`config.mk`:
```
export PLATFORM = sky130hd
export DESIGN_NAME = fetch_unit
export DESIGN_NICKNAME = d
export VERILOG_FILES = /design/src/rtl/fetch_unit.sv
export SDC_FILE = /design/constraint.sdc
export NUM_CORES = 1
export LEC_CHECK = 0
export BUFFER_PORTS_ARGS = -buffer_cell sky130_fd_sc_hd__buf_2
export CORE_MARGIN = 5
export CORE_UTILIZATION = 45
export DETAILED_ROUTE_END_ITERATION = 10
export GPL_ROUTABILITY_DRIVEN = 0
export PLACE_DENSITY = 0.76
export SYNTH_ARGS = -nofsm -noshare
export SYNTH_HDL_FRONTEND = slang
export SYNTH_SLANG_ARGS = --single-unit
```
`constraint.sdc`:
```
create_clock -name i_Clk -period 3.55 [get_ports i_Clk]
set_clock_uncertainty 0.15 [all_clocks]
set_input_delay 0.5325 -clock i_Clk [delete_from_list [all_inputs] [get_ports i_Clk]]
set_output_delay 0.5325 -clock i_Clk [all_outputs]
set_load 0.02 [all_outputs]
```
`src/rtl/fetch_unit.sv`:
```
// Program counter and IF/ID pipeline register. Selects the next PC (branch, jump, stall
// or sequential), latches fetched words, and drains the pipeline to HALTED on the halt opcode.
module fetch_unit #(
    parameter int DRAIN_CYCLES = 3,
    parameter int COUNT_W      = 16
) (
    input  logic               i_Clk,
    input  logic               i_Rst,
    input  logic               i_Stall,
    input  logic               i_Branch_Taken,
    input  logic [31:0]        i_Branch_Target,
    input  logic               i_Jump,
    input  logic [31:0]        i_Jump_Target,
    input  logic [31:0]        i_Instruction,
    output logic [31:0]        o_Addr,
    output logic [31:0]        o_IFID_Instruction,
    output logic [31:0]        o_IFID_PC_Plus4,
    output logic               o_IFID_Valid,
    output logic               o_Halted,
    output logic [COUNT_W-1:0] o_Fetch_Count
);

    localparam logic [31:0] RESET_PC   = 32'hFFFF_FFFC;
    localparam logic [3:0]  DRAIN_INIT = 4'(DRAIN_CYCLES - 1);
    localparam logic [5:0]  HALT_OP    = 6'b111111;

    typedef enum logic [1:0] {
        START,
        RUN,
        DRAIN,
        HALTED
    } state_t;

    state_t             state, state_nxt;
    logic [31:0]        pc, pc_nxt;
    logic [31:0]        ifid_instr, ifid_instr_nxt;
    logic [31:0]        ifid_pc4, ifid_pc4_nxt;
    logic               ifid_valid, ifid_valid_nxt;
    logic               halted_nxt;
    logic [COUNT_W-1:0] fetch_count, fetch_count_nxt;
    logic [3:0]         drain_cnt, drain_cnt_nxt;
    logic               redirect;
    logic [31:0]        redirect_pc;
    logic [31:0]        pc_plus4;

    // Branch outranks jump: it resolves in EX, an older instruction than the jump in ID.
    assign redirect    = i_Branch_Taken | i_Jump;
    assign redirect_pc = i_Branch_Taken ? (i_Branch_Target & ~32'd3)
                                        : (i_Jump_Target   & ~32'd3);
    assign pc_plus4    = pc + 32'd4;

    always_comb begin
        // NOTE: every next-state value gets a default first so no path through the case leaves a latch.
        state_nxt       = state;
        pc_nxt          = pc;
        ifid_instr_nxt  = 32'h0;
        ifid_pc4_nxt    = 32'h0;
        ifid_valid_nxt  = 1'b0;
        fetch_count_nxt = fetch_count;
        drain_cnt_nxt   = drain_cnt;

        unique case (state)
            START: begin
                pc_nxt    = 32'h0;
                state_nxt = RUN;
            end
            RUN: begin
                if (redirect) begin
                    pc_nxt = redirect_pc;
                end else if (i_Stall) begin
                    ifid_instr_nxt = ifid_instr;
                    ifid_pc4_nxt   = ifid_pc4;
                    ifid_valid_nxt = ifid_valid;
                end else if (i_Instruction[31:26] == HALT_OP) begin
                    drain_cnt_nxt = DRAIN_INIT;
                    state_nxt     = DRAIN;
                end else begin
                    ifid_instr_nxt = i_Instruction;
                    ifid_pc4_nxt   = pc_plus4;
                    ifid_valid_nxt = 1'b1;
                    pc_nxt         = pc_plus4;
                    if (fetch_count != '1)
                        fetch_count_nxt = fetch_count + COUNT_W'(1);
                end
            end
            DRAIN: begin
                // A redirect here means the halt was fetched down a mispredicted path.
                if (redirect) begin
                    pc_nxt    = redirect_pc;
                    state_nxt = RUN;
                end else if (!i_Stall) begin
                    if (drain_cnt == 4'd0)
                        state_nxt = HALTED;
                    else
                        drain_cnt_nxt = drain_cnt - 4'd1;
                end
            end
            HALTED: begin
                state_nxt = HALTED;
            end
            default: state_nxt = START;
        endcase

        halted_nxt = (state_nxt == HALTED);
    end

    // NOTE: sequential state uses non-blocking assignments so every register samples pre-edge values.
    always_ff @(posedge i_Clk or posedge i_Rst) begin
        if (i_Rst) begin
            state       <= START;
            pc          <= RESET_PC;
            ifid_instr  <= 32'h0;
            ifid_pc4    <= 32'h0;
            ifid_valid  <= 1'b0;
            o_Halted    <= 1'b0;
            fetch_count <= '0;
            drain_cnt   <= 4'd0;
        end else begin
            state       <= state_nxt;
            pc          <= pc_nxt;
            ifid_instr  <= ifid_instr_nxt;
            ifid_pc4    <= ifid_pc4_nxt;
            ifid_valid  <= ifid_valid_nxt;
            o_Halted    <= halted_nxt;
            fetch_count <= fetch_count_nxt;
            drain_cnt   <= drain_cnt_nxt;
        end
    end

    assign o_Addr             = pc;
    assign o_IFID_Instruction = ifid_instr;
    assign o_IFID_PC_Plus4    = ifid_pc4;
    assign o_IFID_Valid       = ifid_valid;
    assign o_Fetch_Count      = fetch_count;

endmodule

```
Yosys cells after proc, flatten, opt, wreduce, memory -nomap -nowiden:

Index checks and enable logic that the tools add are counted.

* bits in registers: 120
* bits of input ports: 101
* output and inout bits: 114
* logic and storage cells: 69

* add/sub/neg operators: 3
* equality and inequality tests: 15
* muxes and demuxes: 32
* bitwise operators: 4
* reductions and logical operators: 7

Operators with widths (count)
* two-way mux 32 bit: 13
* one-hot mux 32 bit (3 select lines): 1
* adder 32 x 3 -> 32 bit (second input constant): 1
* two-way mux 4 bit: 6
* adder 16 x 1 -> 16 bit (second input constant): 1
* != test 16 bit (second input constant): 1
* != test 2 bit (second input constant): 7
* two-way mux 2 bit: 6
* one-hot mux 2 bit (4 select lines): 1
* one-hot mux 4 bit (2 select lines): 1
* AND reduction 7 bit: 1
* equality test 2 bit (second input constant): 3
* equality test 6 bit (second input constant): 1
* != test 3 bit (second input constant): 2
* AND reduction 5 bit: 1
* logical NOT 4 bit: 1
* two-way mux 1 bit: 4
* AND reduction 4 bit: 1
* subtractor 4 x 1 -> 4 bit (second input constant): 1
* inverter 1 bit: 3
* nonzero test 3 bit: 1
* equality test 2 x 1 -> 1 bit (second input constant): 1
* logical NOT 2 bit: 1
* nonzero test 2 bit: 1
* bitwise OR 1 bit: 1

Depth between registers and ports, before layout:

Gate-level depths: netlist of run 1.

* depth after elaboration: 6
* mapped depth: 10
* mapped depth without buffers: 7

Worst setup path before layout of run 1:

Ideal clock, no wire load.

* kind: register to register
* start: register pc[4], in the netlist o_Addr[4]
* end: register ifid_pc4[27], in the netlist o_IFID_PC_Plus4[27]
* library setup time: 0.129 ns
* arrival time: 2.280 ns
* data required time: 3.271 ns
* slack: 0.991 ns
* cell stages (with the launch flop): 8
* path buffers: 2
* period minus slack after synthesis: 2.559 ns
* cells stage by stage: dfstp_2 -> clkbuf_2 -> nand4_2 -> or4_4 -> buf_6 -> or4_4 -> xnor2_1 -> o21ai_1

* longest elaborated chain between the ends: 5

Ends and longest elaborated chain
* from (decl): line 35 `logic [31:0] pc, pc_nxt;`
* from (signal assigned): line 120 `pc <= pc_nxt;`
* adder 32 x 3 -> 32 bit: line 50 `assign pc_plus4 = pc + 32'd4;`
* two-way mux 32 bit: line 74 `end else if (i_Instruction[31:26] == HALT_OP) begin`
* two-way mux 32 bit: line 70 `end else if (i_Stall) begin`
* two-way mux 32 bit: line 68 `if (redirect) begin`
* two-way mux 32 bit: line 62 `unique case (state)`
* to (signal assigned): line 122 `ifid_pc4 <= ifid_pc4_nxt;`
* to (decl): line 37 `logic [31:0] ifid_pc4, ifid_pc4_nxt;`

Every way passes these cells. The select of a mux whose other input is x is not followed.
A chain may end at the register's enable or synchronous reset.

Worst setup path after layout of run 1:

* start: register state[1]
* end: register pc[15], in the netlist o_Addr[15]

* longest elaborated chain between the ends: 3
* elaborated cells on any way between the ends: 9
* those cells by class: eq/ne (5); mux (1); reduce/logical (3)

Ends and longest elaborated chain
* from (decl): line 34 `state_t state, state_nxt;`
* from (signal assigned): line 119 `state <= state_nxt;`
* equality test 2 x 1 -> 1 bit (tied with other cells): line 62
* != test 3 bit (no source line) (tied with other cells)
* AND reduction 4 bit (no source line)

Several ways; a longest one is shown, not always the timed one.

==> qor.yml, run 1 <==
run_status:
  status: "completed"
routing:
  wl_met1_um: 7680
  drt-vias-per-instance: 5.61
  num_vias: 5561
  firstDrtPassIters: 5
  ant_nets: 0
  dr_wl_met2_um: 8260
  drt_first_iter_violations: 476
  topRoutingLayerUsed: "met4"
  wl_met3_um: 1480
  drt-total-wl_um: 17700
  drc: 0
  wl_per_cell_um: 17.8
logic_synthesis:
  synth_top_cell_area_share_pct: 36.1
  yosysWarnings: 0
  synthTopCellsByCount: "87 x dfrtp_1, 52 x nand2_1, 50 x o21ai_0"
  async_reset_ff_share_pct: 100
  syn_area_per_cell_um2: 10.1
  synth-seq-cells: 117
  synth_edf_count: 0
  netlist_instances: 598
  synth-seq-area-share_pct: 49.1
  synth-main-ff-cell: "dfrtp_1"
  netlist_area_um2: 6040
  yosys.area.top_type: "dfrtp_1"
  synth.most_common_cell: "dfrtp_1"
  synthTopCellsByArea: "dfrtp_1 36%, dfstp_2 13%, mux2i_1 5.0%"
  ys_types: 60
timing:
  tightest_slew_ps: 1130
  tns_ps: 0
  fin_crit_ps: 2740
  slew_violations: 0
  slew_headroom_pct: 24.4
  setup_viol: 0
  fin_crit_sh_pct: 77.3
  rsz0062_at_grt: "false"
  fmax_mhz: 364
  timing.final.hold_violations: 0
setup_path:
  worstPathArrival_ps: 2900
  path_cells: "inv_1, ha_1, nor3b_2, nand2_1, nor3_1, buf_4, nand4_1, o221ai_1"
  start_kind: "register"
  critPathKind: "register to register"
  cpMaxStageDelayCell: "nand2_1"
  crit_buf_inv: 2
  critPathCaptureType: "register"
  crit_required_ps: 3710
  crit_family: "simple AND/OR/NAND/NOR gates"
  max_stage_delay_ps: 460
  path_max_fanout: 14
place:
  port-buffer-count: 208
  hpwlAfterDp_um: 12600
layout:
  area.growth.synth_to_final_pct: 32.2
  n_antenna_cell: 0
  fillers: 1160
  finish.utilization_pct: 60.5
  layout-drive-gt1-share_pct: 37.1
  fin_nets: 911
clock_tree:
  cts_buffer_depth: 2
  cts_inserted_buffers: 17
  ctsResizeCount: 0
  path_clk_slew_ps: 60
  cts_tree: "built"
  cts_hold_buf: 0
  cts_root_buf: "clkbuf_16"
  clock_latency_ps: 410
  clock_sinks: 117
  postCtsSetupRepairBufs: 0
  cts-htree-levels: 4
floorplan:
  die_h_um: 126
  ios: 215
  die_area_um2: 15800
  rows: 42
  core_area_um2: 13200
  die_w_um: 126
  start_util_pct: 45.8
global_routing:
  grt_pass1_wl_um: 27700
  antenna_found_initial: 0
  grt.total_usage_pct: 21.8
  grt_pass1_vias: 5321
  overflow: 0
  grt_max_degree: 118
power:
  ir_drop_v: 0.000292
  p_per_area_nw_per_um2: 436
  p_leak_uw: 0.00393
run:
  cap_violations: 0
hold_path:
  hold_class: "primary input to async pin"
## flip-flops by register name, indices dropped and copies added, names as in the netlist
signal	cells
o_Halted	1
o_Fetch_Count	16
o_Addr	30
o_IFID_Instruction	32
drain_cnt	4
state	2
o_IFID_Valid	1
o_IFID_PC_Plus4	31
## worst register-to-register path: cells and delay by family, from the launching register on
family	cells	cell delay, ps
AOI/OAI and AO/OA	1	190
adders and majority gates	1	320
buffers and inverters	2	290
and+or+nand+nor	4	1270
DFF	1	430
## layer usage
| metal | up-vias | track usage [%] |
|---|---|---|
| met5 | - | 0 |
| met1 | 2713 | 30.2 |
| met2 | 238 | 34.2 |
| met4 | 0 | 6.37 |
| li1 | 2589 | - |
| met3 | 21 | 5.42 |
## path summary, 6_finish.rpt
kind                                      from                endpoint  slack, ps  depth (start not counted)
setup / recovery                      state[1]              o_Addr[15]        810                          8
hold / removal                           i_Rst       o_Fetch_Count[14]        150                          3
setup reg to reg                      state[1]              o_Addr[15]        810                          8
hold reg to reg            o_IFID_PC_Plus4[19]     o_IFID_PC_Plus4[19]        320                          2
max in group asynchronous                i_Rst     o_IFID_PC_Plus4[15]       2650                          3
min in group i_Clk           i_Instruction[18]  o_IFID_Instruction[18]        190                          2
## per-stage QoR
step / instance area (um^2) / hold WS [ps] / std cells / power (uW) / worst slack [ps]
after CTS: 7980 / 173 / 991 / 3510 / 852
after global routing: 7980 / 178 / 991 / 3580 / 670
final: 7980 / 152 / 991 / 3480 / 805
after floorplan: 6040 / 357 / 599 / 1420 / 991
after global placement: 7280 / 303 / 959 / 1490 / 869
after detailed placement: 7280 / 315 / 959 / 1490 / 848
## power breakdown
| group | internal, uW | switching [uW] | total [uW] |
|---|---|---|---|
| clock | 1400 | 606 | 2010 |
| sequential | 1340 | 0.737 | 1340 |
| combinational | 60.4 | 71.3 | 132 |
## cells in the final DEF, fill, tap and decap left out, drive strengths merged, types with 4 or more instances in the layout
master    count
a21oi        23
nand4        19
and2          7
nand2        52
dfstp        30
nor3b         4
o32a         10
and4          4
and3          5
clkbuf       18
buf         223
mux2i        30
clkinvlp      5
xor2         13
o21ai        52
nor4          7
bufinv        7
nand3        22
ha            8
a31oi         4
or2           4
o22ai        10
dfrtp        87
a22o         34
nor3         10
xnor2        33
nor2         33
inv          21
## final cells by class
| cell class | count | area, um^2 | area share (%) |
|---|---|---|---|
| Sequential cell | 117 | 2970 | 37.2 |
| Inverter | 22 | 86.3 | 1.08 |
| Clock buffer | 18 | 439 | 5.51 |
| Multi-Input combinational cell | 421 | 2830 | 35.5 |
| Tap cell | 176 | 220 | 2.76 |
| Clock inverter | 14 | 255 | 3.20 |
| Timing Repair Buffer | 223 | 1180 | 14.8 |
## kinds of logic (layout without fill, tap and decap cells)
family | count (synthesis) | in the layout | share of synthesized area, %
AOI/OAI and AO/OA | 161 | 161 | 18.3
xor gates and xnor gates | 46 | 46 | 6.68
adders and majority gates | 8 | 8 | 1.66
buffers and inverters | 61 | 277 | 4.23
DFF | 117 | 117 | 49.1
muxes | 31 | 31 | 5.16
other | 1 | 2 | 0.0621
and+or+nand+nor | 173 | 173 | 14.8
Note: power is estimated with default switching activity, not from simulation.
==> run 2: changes to the inputs <==
==> constraint.sdc (replaced) <==
create_clock -name i_Clk -period 2.5 [get_ports i_Clk]
set_clock_uncertainty 0.15 [all_clocks]
set_input_delay 0.375 -clock i_Clk [delete_from_list [all_inputs] [get_ports i_Clk]]
set_output_delay 0.375 -clock i_Clk [all_outputs]
set_load 0.02 [all_outputs]
==> run 2 against run 1 <==
- power is 31% higher
- register-to-register slack worse by 710 ps
- critical path depth is 3 lower
- via count is 0.16% lower
- core utilization is 0.93 points higher
- critical path type unchanged
- largest cell class unchanged
- largest power group unchanged
- highest routed layer unchanged
==> qor.yml, run 2 (same netlist as run 1, synthesis figures left out) <==
power:
  power_frac_clock_pct: 53.9
  switchingPower_uw: 940
  ir_drop_v: 0.000484
  combPwrFrac_pct: 4.3
  p_leak_uw: 0.00401
  p_per_area_nw_per_um2: 561
  p_sw_share_pct: 20.7
  intPower_uw: 3600
  pwr-share-seq_pct: 41.9
setup_path:
  start_kind: "register"
  crit_top_cell: "or4_4"
  reg2reg_slack_ps: 100
  crit_required_ps: 2640
  critPathCaptureType: "register"
  crit_cells: 5
  reg2reg_to: "o_IFID_PC_Plus4[27]"
  worstPathArrival_ps: 2540
  rr_worst_depth: 5
  max_stage_delay_ps: 610
  crit_family: "simple AND/OR/NAND/NOR gates"
  critPathKind: "register to register"
  r2r_start: "o_Addr[5]"
  crit_buf_inv: 0
  path_max_fanout: 7
  path_cells: "nand4_4, or4_4, or4_4, xnor2_1, o21ai_1"
  cpMaxStageDelayCell: "dfstp_2"
clock_tree:
  cts_tree: "built"
  cts_root_buf: "clkbuf_16"
  path_clk_slew_ps: 50
  cts_inserted_buffers: 17
  clock_latency_ps: 410
  clock_sinks: 117
  cts_buffer_depth: 2
  cts-htree-levels: 4
place:
  hpwlAfterDp_um: 13100
  place_inst: 978
  port-buffer-count: 208
  dpl_cell_area_um2: 7460
layout:
  n_antenna_cell: 0
  layout_commonest_cell: "buf_2"
  regArea_um2: 2970
  final_area_um2: 8100
  final_cells: 1013
  multi_input_area_um2: 2860
  final_cell_mix: "208 x buf_2, 87 x dfrtp_1, 51 x nand2_1, 50 x o21ai_0, 34 x a22o_1"
  fillers: 1128
  layout-drive-gt1-share_pct: 38.6
  fin_nets: 933
  area.growth.synth_to_final_pct: 34.2
  largest_reg_flops: 32
floorplan:
  core_area_um2: 13200
  die_w_um: 126
  ios: 215
  die_area_um2: 15800
  start_util_pct: 45.8
  die_h_um: 126
  rows: 42
global_routing:
  grt_pass1_vias: 5442
  grt_pass1_wl_um: 28600
  grt.total_usage_pct: 22.6
  overflow: 0
  antenna_found_initial: 0
  grt_max_degree: 62
run_status:
  status: "completed"
hold_path:
  whs_path_depth: 2
  min-delay-start: "i_Instruction[1]"
  hold_class: "primary input to register"
  hold_path_end: "o_IFID_Instruction[1]"
routing:
  drt-vias-per-instance: 5.48
  drt-total-wl_um: 18000
  wl_per_cell_um: 17.7
  drc: 0
  num_vias: 5552
  ant_nets: 0
  drt_first_iter_violations: 393
  firstDrtPassIters: 5
timing:
  setup_viol: 0
  fin_crit_ps: 2400
  fmax_mhz: 416
  timing.final.hold_violations: 0
  slew_violations: 0
  holdWs_ps: 26.8
  fin_crit_sh_pct: 96.1
  rsz0062_at_grt: "false"
  tns_ps: 0
run:
  cap_violations: 0
[run 2: changes by cell type in the layout (fill, tap and decap cells not counted), moves of 2 or more]
cell | previous run | this run
buf_4 | 13 | 32
bufinv_16 | 7 | 3
clkbuf_1 | 0 | 4
buf_12 | 2 | 4
[run 2: cell type report]
| type | count | area share (%) |
|---|---|---|
| Timing Repair Buffer | 245 | 16.9 |
| Clock inverter | 9 | 1.58 |
| Inverter | 22 | 1.07 |
| Clock buffer | 23 | 5.78 |
| Multi-Input combinational cell | 421 | 35.3 |
| Sequential cell | 117 | 36.6 |
| Tap cell | 176 | 2.72 |
[run 2: worst max path at each step]
stage                    from                  end  slack [ps]
finish              o_Addr[5]  o_IFID_PC_Plus4[27]         100
global route        o_Addr[5]           o_Addr[31]           3
CTS                 o_Addr[5]  o_IFID_PC_Plus4[21]          90
detailed placement  o_Addr[5]  o_IFID_PC_Plus4[21]         100
global placement    o_Addr[5]  o_IFID_PC_Plus4[27]         150
floorplan           o_Addr[4]  o_IFID_PC_Plus4[27]           4
[run 2: what timing repair did]
action	4_1_cts	5_1_grt
hold buffers	1	0
hold endpoints to repair	7	0
setup buffers	0	2
setup endpoints to repair	0	16
gates resized for setup	0	4
[run 2: power groups by stage]
stage	clock network [uW]	registers, uW	logic, uW
global placement	0	1930	193
finish	2450	1900	194
detailed placement	0	1930	195
CTS	2500	1900	198
floorplan	0	1930	86.6
global route	2580	1900	218
[run 2: layer usage]
layer | vias up | GRT usage (%) | wire length (um)
li1 | 2632 | - | -
met1 | 2657 | 30.5 | 7900
met2 | 231 | 35.6 | 8310
met3 | 32 | 5.80 | 1410
met4 | 0 | 7.82 | 357
met5 | - | 0 | 0
[run 2: metrics by stage]
stage	util (%)	power, uW	setup WS (ps)
final	61.4	4540	96.5
after global routing	61.4	4700	3.46
after CTS	61.2	4590	92.2
after detailed placement	56.6	2130	96.0
after global placement	56.6	2120	146
after floorplan	-	2020	4.07
==> run 3: changes to the inputs <==
--- a/config.mk
+++ b/config.mk
@@ -10,7 +10,7 @@
 export CORE_UTILIZATION = 45
 export DETAILED_ROUTE_END_ITERATION = 10
 export GPL_ROUTABILITY_DRIVEN = 0
-export PLACE_DENSITY = 0.76
+export PLACE_DENSITY = 0.79
 export SYNTH_ARGS = -nofsm -noshare
 export SYNTH_HDL_FRONTEND = slang
 export SYNTH_SLANG_ARGS = --single-unit
==> run 3 against run 2 <==
- global-route usage is 0.24 points lower
- final cell count is 0.20% lower
- maximum frequency is 0.49% lower
- combinational power hardly changed
- power is 4.7% higher
- setup slack worse by 12 ps
- register-to-register slack hardly changed
- routed wire length is 1.0% higher
- via count is 2.0% higher
- critical endpoint unchanged
- highest routed layer unchanged
==> qor.yml, run 3 (same netlist as run 1, synthesis figures left out) <==
run_status:
  status: "completed"
floorplan:
  ios: 215
  die_w_um: 126
  core_area_um2: 13200
  rows: 42
  die_area_um2: 15800
  start_util_pct: 45.8
  die_h_um: 126
power:
  combPwrFrac_pct: 4.0
  p_sw_share_pct: 20.7
  power_frac_clock_pct: 56.0
  intPower_uw: 3770
  switchingPower_uw: 986
  ir_drop_v: 0.000434
  p_leak_uw: 0.00401
  pwr-share-seq_pct: 40.0
  p_per_area_nw_per_um2: 586
clock_tree:
  clock_sinks: 117
  cts_tree: "built"
  clock_latency_ps: 410
  path_clk_slew_ps: 60
  ctsResizeCount: 0
  cts_root_buf: "clkbuf_16"
  cts_hold_buf: 0
  postCtsSetupRepairBufs: 0
  cts_buffer_depth: 2
  cts_inserted_buffers: 17
  cts-htree-levels: 4
routing:
  drc: 0
  firstDrtPassIters: 5
  drt-total-wl_um: 18200
  ant_nets: 0
  drt-vias-per-instance: 5.60
  num_vias: 5664
  drt_first_iter_violations: 425
  wl_per_cell_um: 18.0
setup_path:
  crit_required_ps: 2640
  path_max_fanout: 9
  max_stage_delay_ps: 600
  path_cells: "nand4_4, or4_4, or4_4, xnor2_1, o21ai_1"
  crit_top_cell: "or4_4"
  reg2reg_to: "o_IFID_PC_Plus4[27]"
  r2r_start: "o_Addr[6]"
  critPathCaptureType: "register"
  reg2reg_slack_ps: 80
  start_kind: "register"
  rr_worst_depth: 5
  worstPathArrival_ps: 2550
  critPathKind: "register to register"
  cpMaxStageDelayCell: "dfstp_2"
  crit_family: "simple AND/OR/NAND/NOR gates"
  crit_buf_inv: 0
global_routing:
  overflow: 0
  antenna_found_initial: 0
  grt_pass1_wl_um: 28600
  grt.total_usage_pct: 22.4
  grt_pass1_vias: 5487
  grt_max_degree: 118
place:
  port-buffer-count: 208
  post-place-ws_ps: 79.9
  hpwlAfterDp_um: 12900
timing:
  fin_crit_ps: 2420
  timing.final.hold_violations: 0
  fmax_mhz: 414
  rsz0062_at_grt: "false"
  setup_viol: 0
  tightest_slew_ps: 620
  slew_headroom_pct: 58.6
  tns_ps: 0
  slew_violations: 0
  fin_crit_sh_pct: 96.6
  setup_ws_ps: 84.6
layout:
  fillers: 1121
  layout-drive-gt1-share_pct: 38.9
  n_antenna_cell: 0
  area.growth.synth_to_final_pct: 34.4
  layout_commonest_cell: "buf_2"
  final_cell_mix: "208 x buf_2, 87 x dfrtp_1, 51 x nand2_1, 50 x o21ai_0, 34 x a22o_1"
  largest_reg_flops: 32
  fin_nets: 931
run:
  cap_violations: 0
hold_path:
  hold_class: "primary input to async pin"
-- run 3: cell types whose count changed in the layout (fill, tap and decap cells not counted), sizes merged --
cell,previous run,this run
clkinv,3,4
bufinv,3,5
dlygate4sd3,1,0
clkbuf,23,18
clkinvlp,4,6
buf,244,243
-- run 3: worst max-delay path by stage --
stage,start,endpoint,slack [ps],cells past startpoint
after detailed placement,state[1],o_Addr[5],80,8
final,o_Addr[6],o_IFID_PC_Plus4[27],80,5
after global routing,o_Addr[4],o_IFID_PC_Plus4[27],30,5
after floorplan,o_Addr[4],o_IFID_PC_Plus4[27],4,7
after global placement,o_Addr[6],o_IFID_PC_Plus4[27],130,5
after CTS,state[1],o_Addr[5],80,8
-- run 3: area by class of cell --
type,instances,area (um^2),area share [%]
multi-input combinational,421,2850,35.2
clock inverter,14,208,2.56
sequential,117,2970,36.5
timing repair buffer,243,1340,16.5
inverter,22,86.3,1.06
tap,176,220,2.71
clock buffer,18,439,5.41
-- run 3: tightest hold or removal path, stage by stage --
cell,delay (ps)
buf_2,110
clkinvlp_4,70
buf_12,480
-- run 3: power groups by stage --
stage | combinational [uW] | clock [uW] | sequential, uW
3_5_place_dp | 193 | 0 | 1930
6_report | 191 | 2660 | 1900
4_1_cts | 194 | 2700 | 1900
2_1_floorplan | 86.6 | 0 | 1930
5_1_grt | 213 | 2780 | 1900
3_3_place_gp | 190 | 0 | 1930
-- run 3: layer usage --
metal	global-route usage (%)	vias up	routed length, um
met2	35.0	252	8260
li1	-	2633	-
met4	8.20	0	474
met1	29.8	2745	7900
met5	0	-	0
met3	6.44	34	1530
-- run 3: stage by stage --
stage	power [uW]	util, %	cell area [um^2]	hold WS, ps	instances
6_report	4760	61.5	8110	5.46	1011
5_1_grt	4890	61.5	8110	22.2	1011
4_1_cts	4800	61.4	8100	9.43	1011
3_5_place_dp	2120	56.5	7450	317	979
3_3_place_gp	2120	56.5	7450	307	979
2_1_floorplan	2020	-	6070	357	599
